`src/rtl/muldiv_unit_if.sv`:
```
// muldiv_unit_if: request/response bundle between the core and the multiply/divide unit.
// Rev 1.0
`default_nettype none

interface muldiv_unit_if #(
    parameter int WIDTH = 32
);
    logic             start;
    logic [5:0]       funct;
    logic [WIDTH-1:0] a;
    logic [WIDTH-1:0] b;
    logic             busy;
    logic             stall;
    logic             done;
    logic [WIDTH-1:0] hi;
    logic [WIDTH-1:0] lo;
    logic [WIDTH-1:0] result;

    modport master (
        output start, funct, a, b,
        input  busy, stall, done, hi, lo, result
    );

    modport slave (
        input  start, funct, a, b,
        output busy, stall, done, hi, lo, result
    );
endinterface

`default_nettype wire

```
`src/rtl/muldiv_unit.sv`:
```
// muldiv_unit: iterative MULT/MULTU/DIV/DIVU with private HI/LO; MTHI/MTLO under MULDIV_MTHILO_EN.
// Rev 1.0
`default_nettype none

module muldiv_unit #(
    parameter int WIDTH = 32
) (
    input  logic          clk,
    input  logic          reset,
    muldiv_unit_if.slave  bus
);
    localparam logic [5:0] F_MFHI  = 6'h10;
    localparam logic [5:0] F_MTHI  = 6'h11;
    localparam logic [5:0] F_MFLO  = 6'h12;
    localparam logic [5:0] F_MTLO  = 6'h13;
    localparam int         CW      = $clog2(WIDTH);
    localparam logic [CW-1:0] LAST_LOOP = CW'(WIDTH - 2);

    localparam logic [1:0] S_IDLE = 2'd0;
    localparam logic [1:0] S_MUL  = 2'd1;
    localparam logic [1:0] S_DIV  = 2'd2;
    localparam logic [1:0] S_FIX  = 2'd3;

    logic [1:0]         state;
    logic [CW-1:0]      count;
    logic [2*WIDTH-1:0] acc;
    logic [WIDTH-1:0]   opb;
    logic               is_div;
    logic               neg_res;
    logic               neg_rem;
    logic               b_zero;
    logic [WIDTH-1:0]   hi_val;
    logic [WIDTH-1:0]   lo_val;
    logic               done_val;

    // Operation decode: 0x18..0x1B are the arithmetic ops, bit0 = unsigned, bit1 = divide.
    logic is_arith;
    logic is_signed_op;
    logic is_move;
    assign is_arith     = (bus.funct[5:2] == 4'b0110);
    assign is_signed_op = ~bus.funct[0];
`ifdef MULDIV_MTHILO_EN
    assign is_move = (bus.funct[5:2] == 4'b0100);
`else
    assign is_move = (bus.funct == F_MFHI) || (bus.funct == F_MFLO);
`endif

    // Magnitudes fit in WIDTH unsigned bits: |most-negative| = 2^(WIDTH-1).
    logic             a_neg, b_neg;
    logic [WIDTH-1:0] a_mag, b_mag;
    assign a_neg = is_signed_op & bus.a[WIDTH-1];
    assign b_neg = is_signed_op & bus.b[WIDTH-1];
    assign a_mag = a_neg ? (~bus.a + 1'b1) : bus.a;
    assign b_mag = b_neg ? (~bus.b + 1'b1) : bus.b;

    // One shift-add multiply step: acc = {partial product, remaining multiplier bits}.
    logic [WIDTH:0]     mul_sum;
    logic [2*WIDTH-1:0] mul_next;
    assign mul_sum  = {1'b0, acc[2*WIDTH-1:WIDTH]} + {1'b0, (acc[0] ? opb : {WIDTH{1'b0}})};
    assign mul_next = {mul_sum, acc[WIDTH-1:1]};

    // One restoring-divide step: acc = {partial remainder, dividend/quotient bits}.
    logic [WIDTH:0]     div_shift;
    logic [WIDTH:0]     div_diff;
    logic [2*WIDTH-1:0] div_next;
    assign div_shift = acc[2*WIDTH-1:WIDTH-1];
    assign div_diff  = div_shift - {1'b0, opb};
    assign div_next  = div_diff[WIDTH] ? {div_shift[WIDTH-1:0], acc[WIDTH-2:0], 1'b0}
                                       : {div_diff[WIDTH-1:0],  acc[WIDTH-2:0], 1'b1};

    logic [2*WIDTH-1:0] step_next;
    assign step_next = is_div ? div_next : mul_next;

    // FIX performs the final iteration together with the sign correction.
    logic [2*WIDTH-1:0] fix_prod;
    logic [WIDTH-1:0]   quo_mag, rem_mag, fix_quo, fix_rem;
    assign fix_prod = neg_res ? (~step_next + 1'b1) : step_next;
    assign quo_mag  = step_next[WIDTH-1:0];
    assign rem_mag  = step_next[2*WIDTH-1:WIDTH];
    assign fix_quo  = b_zero ? {WIDTH{1'b1}} : (neg_res ? (~quo_mag + 1'b1) : quo_mag);
    assign fix_rem  = neg_rem ? (~rem_mag + 1'b1) : rem_mag;

    always_ff @(posedge clk) begin
        if (reset) begin
            state    <= S_IDLE;
            count    <= '0;
            acc      <= '0;
            opb      <= '0;
            is_div   <= 1'b0;
            neg_res  <= 1'b0;
            neg_rem  <= 1'b0;
            b_zero   <= 1'b0;
            hi_val   <= '0;
            lo_val   <= '0;
            done_val <= 1'b0;
        end else begin
            done_val <= 1'b0;
            case (state)
                S_IDLE: begin
                    if (bus.start && is_arith) begin
                        acc     <= {{WIDTH{1'b0}}, a_mag};
                        opb     <= b_mag;
                        is_div  <= bus.funct[1];
                        neg_res <= a_neg ^ b_neg;
                        neg_rem <= a_neg;
                        b_zero  <= (bus.b == '0);
                        count   <= '0;
                        state   <= bus.funct[1] ? S_DIV : S_MUL;
                    end
`ifdef MULDIV_MTHILO_EN
                    else if (bus.start && bus.funct == F_MTHI) begin
                        hi_val <= bus.a;
                    end else if (bus.start && bus.funct == F_MTLO) begin
                        lo_val <= bus.a;
                    end
`endif
                end
                S_MUL, S_DIV: begin
                    acc   <= step_next;
                    count <= count + 1'b1;
                    if (count == LAST_LOOP) begin
                        state <= S_FIX;
                    end
                end
                S_FIX: begin
                    if (is_div) begin
                        hi_val <= fix_rem;
                        lo_val <= fix_quo;
                    end else begin
                        hi_val <= fix_prod[2*WIDTH-1:WIDTH];
                        lo_val <= fix_prod[WIDTH-1:0];
                    end
                    done_val <= 1'b1;
                    state    <= S_IDLE;
                end
                default: state <= S_IDLE;
            endcase
        end
    end

    assign bus.busy   = (state != S_IDLE);
    assign bus.stall  = bus.busy && bus.start && (is_arith || is_move);
    assign bus.done   = done_val;
    assign bus.hi     = hi_val;
    assign bus.lo     = lo_val;
    assign bus.result = (bus.funct == F_MFHI) ? hi_val : lo_val;

endmodule

`default_nettype wire

```
`src/flat_wrapper.sv`:
```
// flat-port wrapper written by rule: the top's interface ports become plain ports
module muldiv_unit_flat 
#(
    parameter int WIDTH = 32
)
  (clk, reset, bus_start, bus_funct, bus_a, bus_b, bus_busy, bus_stall, bus_done, bus_hi, bus_lo, bus_result);
  muldiv_unit_if #(.WIDTH(WIDTH)) bus_i ();
  input  logic clk;
  input  logic reset;
  input wire logic [$bits(bus_i.start)-1:0] bus_start;
  input wire logic [$bits(bus_i.funct)-1:0] bus_funct;
  input wire logic [$bits(bus_i.a)-1:0] bus_a;
  input wire logic [$bits(bus_i.b)-1:0] bus_b;
  output wire logic [$bits(bus_i.busy)-1:0] bus_busy;
  output wire logic [$bits(bus_i.stall)-1:0] bus_stall;
  output wire logic [$bits(bus_i.done)-1:0] bus_done;
  output wire logic [$bits(bus_i.hi)-1:0] bus_hi;
  output wire logic [$bits(bus_i.lo)-1:0] bus_lo;
  output wire logic [$bits(bus_i.result)-1:0] bus_result;
  assign bus_i.start = bus_start;
  assign bus_i.funct = bus_funct;
  assign bus_i.a = bus_a;
  assign bus_i.b = bus_b;
  assign bus_busy = bus_i.busy;
  assign bus_stall = bus_i.stall;
  assign bus_done = bus_i.done;
  assign bus_hi = bus_i.hi;
  assign bus_lo = bus_i.lo;
  assign bus_result = bus_i.result;
  muldiv_unit #(.WIDTH(WIDTH)) u_core (.clk(clk), .reset(reset), .bus(bus_i));
endmodule
```
`config.mk`:
```
export PLATFORM = sky130hd
export DESIGN_NAME = muldiv_unit_flat
export DESIGN_NICKNAME = d
export VERILOG_FILES = /design/src/rtl/muldiv_unit_if.sv /design/src/rtl/muldiv_unit.sv /design/src/flat_wrapper.sv
export SDC_FILE = /design/constraint.sdc
export NUM_CORES = 1
export LEC_CHECK = 0
export CAP_MARGIN = 20
export CORE_MARGIN = 4
export CORE_UTILIZATION = 55
export CTS_CLUSTER_DIAMETER = 200
export DETAILED_ROUTE_END_ITERATION = 16
export HOLD_SLACK_MARGIN = 0.12
export PLACE_DENSITY = 0.81
export SLEW_MARGIN = 30
export SYNTH_ARGS = -nofsm -noshare
export SYNTH_HDL_FRONTEND = slang
export SYNTH_SLANG_ARGS = --single-unit
```
`constraint.sdc`:
```
create_clock -name clk -period 5.5 [get_ports clk]
set_clock_uncertainty 0.15 [all_clocks]
set_input_delay 0.55 -clock clk [delete_from_list [all_inputs] [get_ports clk]]
set_output_delay 0.55 -clock clk [all_outputs]
set_load 0.02 [all_outputs]
```
# == Word level (Yosys, flattened, before mapping) ==
# Index checks and enable logic that the tools add are counted.
# word_totals
wordCells,71
reg_bits,172
in_bits,73
# op_classes
n_bitwise,9
n_addsub,8
muxes,21
n_eq_ne,9
n_reduce_logical,13
# ops
operator,n
$mux W32,9
$mux W64,4
$add A32 B1 Y32 const B,4
$not A32 Y32,4
$pmux W64 S2,1
$add A64 B1 Y64 const B,1
$not A64 Y64,1
$add A32 B32 Y33,1
$sub A33 B32 Y33,1
$logic_not A32 Y1,1
$eq A6 B5 Y1 const B,2
$pmux W5 S2,1
$mux W2,3
$pmux W2 S3,1
$reduce_and A2 Y1,3
$add A5 B1 Y5 const B,1
$eq A5 B5 Y1 const B,1
$mux W5,1
$eq A2 B2 Y1 const B,2
$eq A4 B3 Y1 const B,1
$ne A2 B1 Y1 const B,2
$reduce_bool A2 Y1,2
$logic_and A1 B1 Y1,3
$and A1 B1 Y1,2
other kinds (7),8

# == Logic depth before layout (Yosys ltp) ==
# depth
depth_word,8
ltp_mapped,21
ltp_nobuf,21

# == Worst setup path before layout ==
# Ideal clock, no wire load.
# synth_path
kind,register to register
start,register u_core.acc[0]
end,"register u_core.hi_val[30], in the netlist u_core.bus.hi[30]"
setup_time_ns,0.137
path_slack_ns,0.888
t_required_ns,5.213
n_path_buf,1
arrival_ns,4.324
stages_incl_launch_ff,18
path_cell_list,dfxtp_1 > clkbuf_1 > and2_1 > ha_1 > fa_1 > a21o_1 > a221oi_1 > o21bai_1 > a2111oi_0 > a41o_1 > a2111oi_0 > a221oi_2 > nand4_1 > or4_1 > or3_1 > o31ai_2 > a211o_1 > o221ai_1
# synth_between
elab_chain_cells,7
elab_cells_between_ends,11
classes_between,add/sub (3); mux (6); bitwise (2)
# synth_lines
item,line_no,text
"start, declared",muldiv_unit.sv:26,logic [2*WIDTH-1:0] acc;
"start signal, assigned",muldiv_unit.sv:101,"acc <= {{WIDTH{1'b0}}, a_mag};"
"start signal, assigned",muldiv_unit.sv:119,acc <= step_next;
$mux W32,muldiv_unit.sv:59,"assign mul_sum = {1'b0, acc[2*WIDTH-1:WIDTH]} + {1'b0, (acc[0] ? opb : {WIDTH{1'b0}})};"
$add A32 B32 Y33,muldiv_unit.sv:59,
$mux W64 (*),muldiv_unit.sv:72,assign step_next = is_div ? div_next : mul_next;
$not A64 Y64 or $not A32 Y32 (tied branches),"muldiv_unit.sv:77, muldiv_unit.sv:81",
$add A64 B1 Y64 or $add A32 B1 Y32 (tied branches),"muldiv_unit.sv:77, muldiv_unit.sv:81",
$mux W64 or $mux W32 (tied branches),"muldiv_unit.sv:77, muldiv_unit.sv:81",
$mux W32 (*),muldiv_unit.sv:126,if (is_div) begin
"end signal, assigned",muldiv_unit.sv:127,hi_val <= fix_rem;
"end signal, assigned",muldiv_unit.sv:130,hi_val <= fix_prod[2*WIDTH-1:WIDTH];
"end, declared",muldiv_unit.sv:32,logic [WIDTH-1:0] hi_val;
# Mark *: on every way between the ends. The rest lies on a longest branch, timed or not.
# A chain may end at the register's enable or synchronous reset.

# == Worst setup path after layout ==
# layout_path
start,register u_core.acc[0]
end,"register u_core.hi_val[27], in the netlist u_core.bus.hi[27]"
# The elaborated chain is that of the path after synthesis.

==> results.md <==
* Status: finished, final reports clean
* Max Cap Viol at 0
* Num ports at between 150 and 200
* Avg Cell Area, Syn at 7.369 um^2
* Fin nets at roughly 2.3k
* CP cell instances: and2_1 > ha_1 > o21ai_0 > a21oi_1 > o311ai_0 > buf_4 > a2111oi_1 > buf_4 > o22a_1 > a31oi_1 > xnor2_1 > a21boi_1 > or4_4 > o41ai_1 > a22oi_1 > a2111oi_1
* Rel. slew slack at 0.4165
* Worst Setup Start Kind: register
* Die Height at 172.8 um
* Yosys warnings at 0
* HPWL after DPL at roughly 41000 um
* Wire length per cell at about 21 um
* Synthesized netlist cell count at 2028
* Final GP Congestion at just over 1
* Setup TNS at 0 ns
* Starting density of the core at 0.5561
* Die area at 29870 um^2
* Pwr/cell area at 306.8 nW/um^2
* Slowest stage delay, CP at between 0.7 and 0.8 ns
* Crit path max fanout at 14
* # DRC at 0
* H-tree depth at 4
* Final Hold Vio Count at 0
* Fillers at 2394
* Synth Net Count at around 2.2k
* Num CTS Buffers at 17
* Final worst-path cycle share at 0.9411
* Max frequency at a little under 200 MHz
* Via density at approximately 6.5
* IO Port Bufs at roughly 170
* Reg area at 3447 um^2
* Share of cells above drive strength 1 at 0.08310
* RSZ-0062 raised after global routing: no
* Via count at around 16k
* Worst skew pair latency at roughly 0.45 ns
* VDD IR max at about 0.3 mV
* CTS tree: built
* Worst Path Class, Setup: register to register
* Commonest non-fill, non-tap cell in the layout: nor2_1
* Reg2reg path depth at 16
* Total grt overflow at 0
* Worst-path clk slew at roughly 0.08 ns
* Antenna viol nets, final at 0
* Total Power at ~5.5 mW
* Area growth, synth to finish at 19.29%
* Final Slew Violations at 0
* Post-synth EDFFs at 0
* Area occupied by multi-input gates at between 10000 and 15000 um^2
* Req. time, crit path at between 5 and 6 ns
* Final setup viols at 0
* Root Buffer Master: clkbuf_16
* Hold Path Class: register to register
* Asr flop ratio synth at 0
* Global-route wire length before repair at roughly 83000 um
* Min cycle time layout at 5.176 ns
* # rows at 60
* Drt pass-1 iters at 6
* Static Leak at about 7 nW
* Core Region at approximately 27000 um^2
* Netlist Area Pre-Place at around 15000 um^2
* Slew @ Worst Pin at about 0.85 ns
* #FFs+latches synth at ~170
* WHS Path Cells at 2
* CP max stage cell: a2111oi_1
* Post-synthesis sequential area ratio at 0.2304
* Vias in the first global route at approximately 15k
* Die Width at approximately 170 um
* Main synth FF type: dfxtp_1
* Commonest cells after routing, fill and taps aside: nor2_1, nand2_1, dfxtp_1
* Clk buf depth at 2
* CTS Sinks at roughly 170
* Final wirelength at between 50000 and 60000 um
* Initial antenna violation count at 5
* Synth cell types at between 90 and 100
* Critical Path AT at roughly 5.4 ns
* Worst Setup End Kind: register
* Largest net degree at the start of global routing at 98
* 1st-iter DRT viols at around 2.2k
* GRT Overall Usage at 0.3386
[final timing paths]
| kind | start | endpoint | slack, ns |
|---|---|---|---|
| min | u_core.opb[0] | u_core.opb[0] | 0.33 |
| max | u_core.acc[0] | u_core.bus.hi[27] | 0.32 |
| min reg2reg | u_core.opb[0] | u_core.opb[0] | 0.33 |
| max reg2reg | u_core.acc[0] | u_core.bus.hi[27] | 0.32 |
[layout make-up]
type                       count  area share
clock inverter                15     0.01193
antenna                        2   0.0002807
sequential                   172      0.1934
tap                          341     0.02393
inverter                      72     0.01516
clock buffer                  17     0.02386
timing repair buffer         243      0.1264
multi-input combinational   1659      0.6051
[cell families (layout without fill, tap and decap cells)]
kind of cell | count (synthesis) | count (layout) | synth area share
compound gates | 600 | 600 | 0.2694
fa+ha+maj | 74 | 74 | 0.06296
xor+xnor | 157 | 157 | 0.09201
flops | 172 | 172 | 0.2304
mux | 75 | 75 | 0.05308
buf+inv | 197 | 347 | 0.05174
other cells | 0 | 2 | 0
simple gates | 753 | 753 | 0.2404
[repair_timing]
item                                    CTS  global route
endpoints found under the setup margin    0            16
setup buffers                             0             5
hold buffers                              0             0
gates resized for setup                   0             4
[report_power, final]
group / internal [mW] / switching (mW) / leakage, nW / total (mW)
Combinational: 0.970 / 1.68 / 5.22 / 2.65
Clock: 0.670 / 0.655 / 0.308 / 1.32
Sequential: 1.36 / 0.131 / 1.39 / 1.49
Total: 3.00 / 2.47 / 6.92 / 5.47
[per-layer routing]
metal	wire, um	track usage	part of all wire
met5	34	0	0.00064
met4	1920	0.1038	0.036
met3	5275	0.05444	0.099
met2	23250	0.5272	0.44
met1	22850	0.4834	0.43
[worst max-delay path, delay by kind of cell (launching register included)]
family                   cells  cell delay, ns
AO/OA/AOI/OAI               10            2.69
AND/OR/NAND/NOR              2            0.72
flip-flops                   1            0.46
buffers and inverters        2            0.43
adder cells (fa/ha/maj)      1            0.40
XOR/XNOR                     1            0.20
[stage by stage]
stage	std cells	setup slack, ns	area, um^2	util	hold slack, ns
floorplan	2028	0.8884	14940	-	0.2819
global placement	2482	0.3603	17110	0.6367	0.3074
detailed placement	2482	0.2833	17130	0.6373	0.3145
CTS	2514	0.2252	17770	0.6610	0.3252
global route	2520	0.01820	17820	0.6632	0.3479
finish	2521	0.3240	17830	0.6633	0.3272
[sequential cells by signal, summed over array words and instances, names as in the netlist]
register / count
u_core.acc: 64
u_core.bus.hi: 32
u_core.bus.lo: 32
u_core.opb: 32
u_core.count: 5
u_core.state: 2
u_core.b_zero: 1
u_core.bus.done: 1
u_core.is_div: 1
u_core.neg_rem: 1
u_core.neg_res: 1
[cell usage after synthesis (18+ instances only)]
library cell	number	area share
nor2_1	233	0.059
nand2_1	213	0.053
dfxtp_1	172	0.23
a21oi_1	143	0.048
clkbuf_1	101	0.025
o21ai_0	98	0.033
xnor2_1	90	0.053
a211oi_1	87	0.044
ha_1	72	0.060
inv_1	71	0.018
xor2_1	67	0.039
nand3_1	49	0.016
o211ai_1	48	0.024
mux2i_1	41	0.027
and2_1	39	0.016
nor3_1	38	0.013
mux2_2	33	0.025
a31oi_1	29	0.012
a21o_1	28	0.014
nand2b_1	28	0.012
a22oi_1	26	0.013
or3_1	25	0.010
nand4_1	24	0.010
nor2b_1	18	0.0075
nor4_1	18	0.0075
No activity file was read; power rests on OpenSTA's default activity.
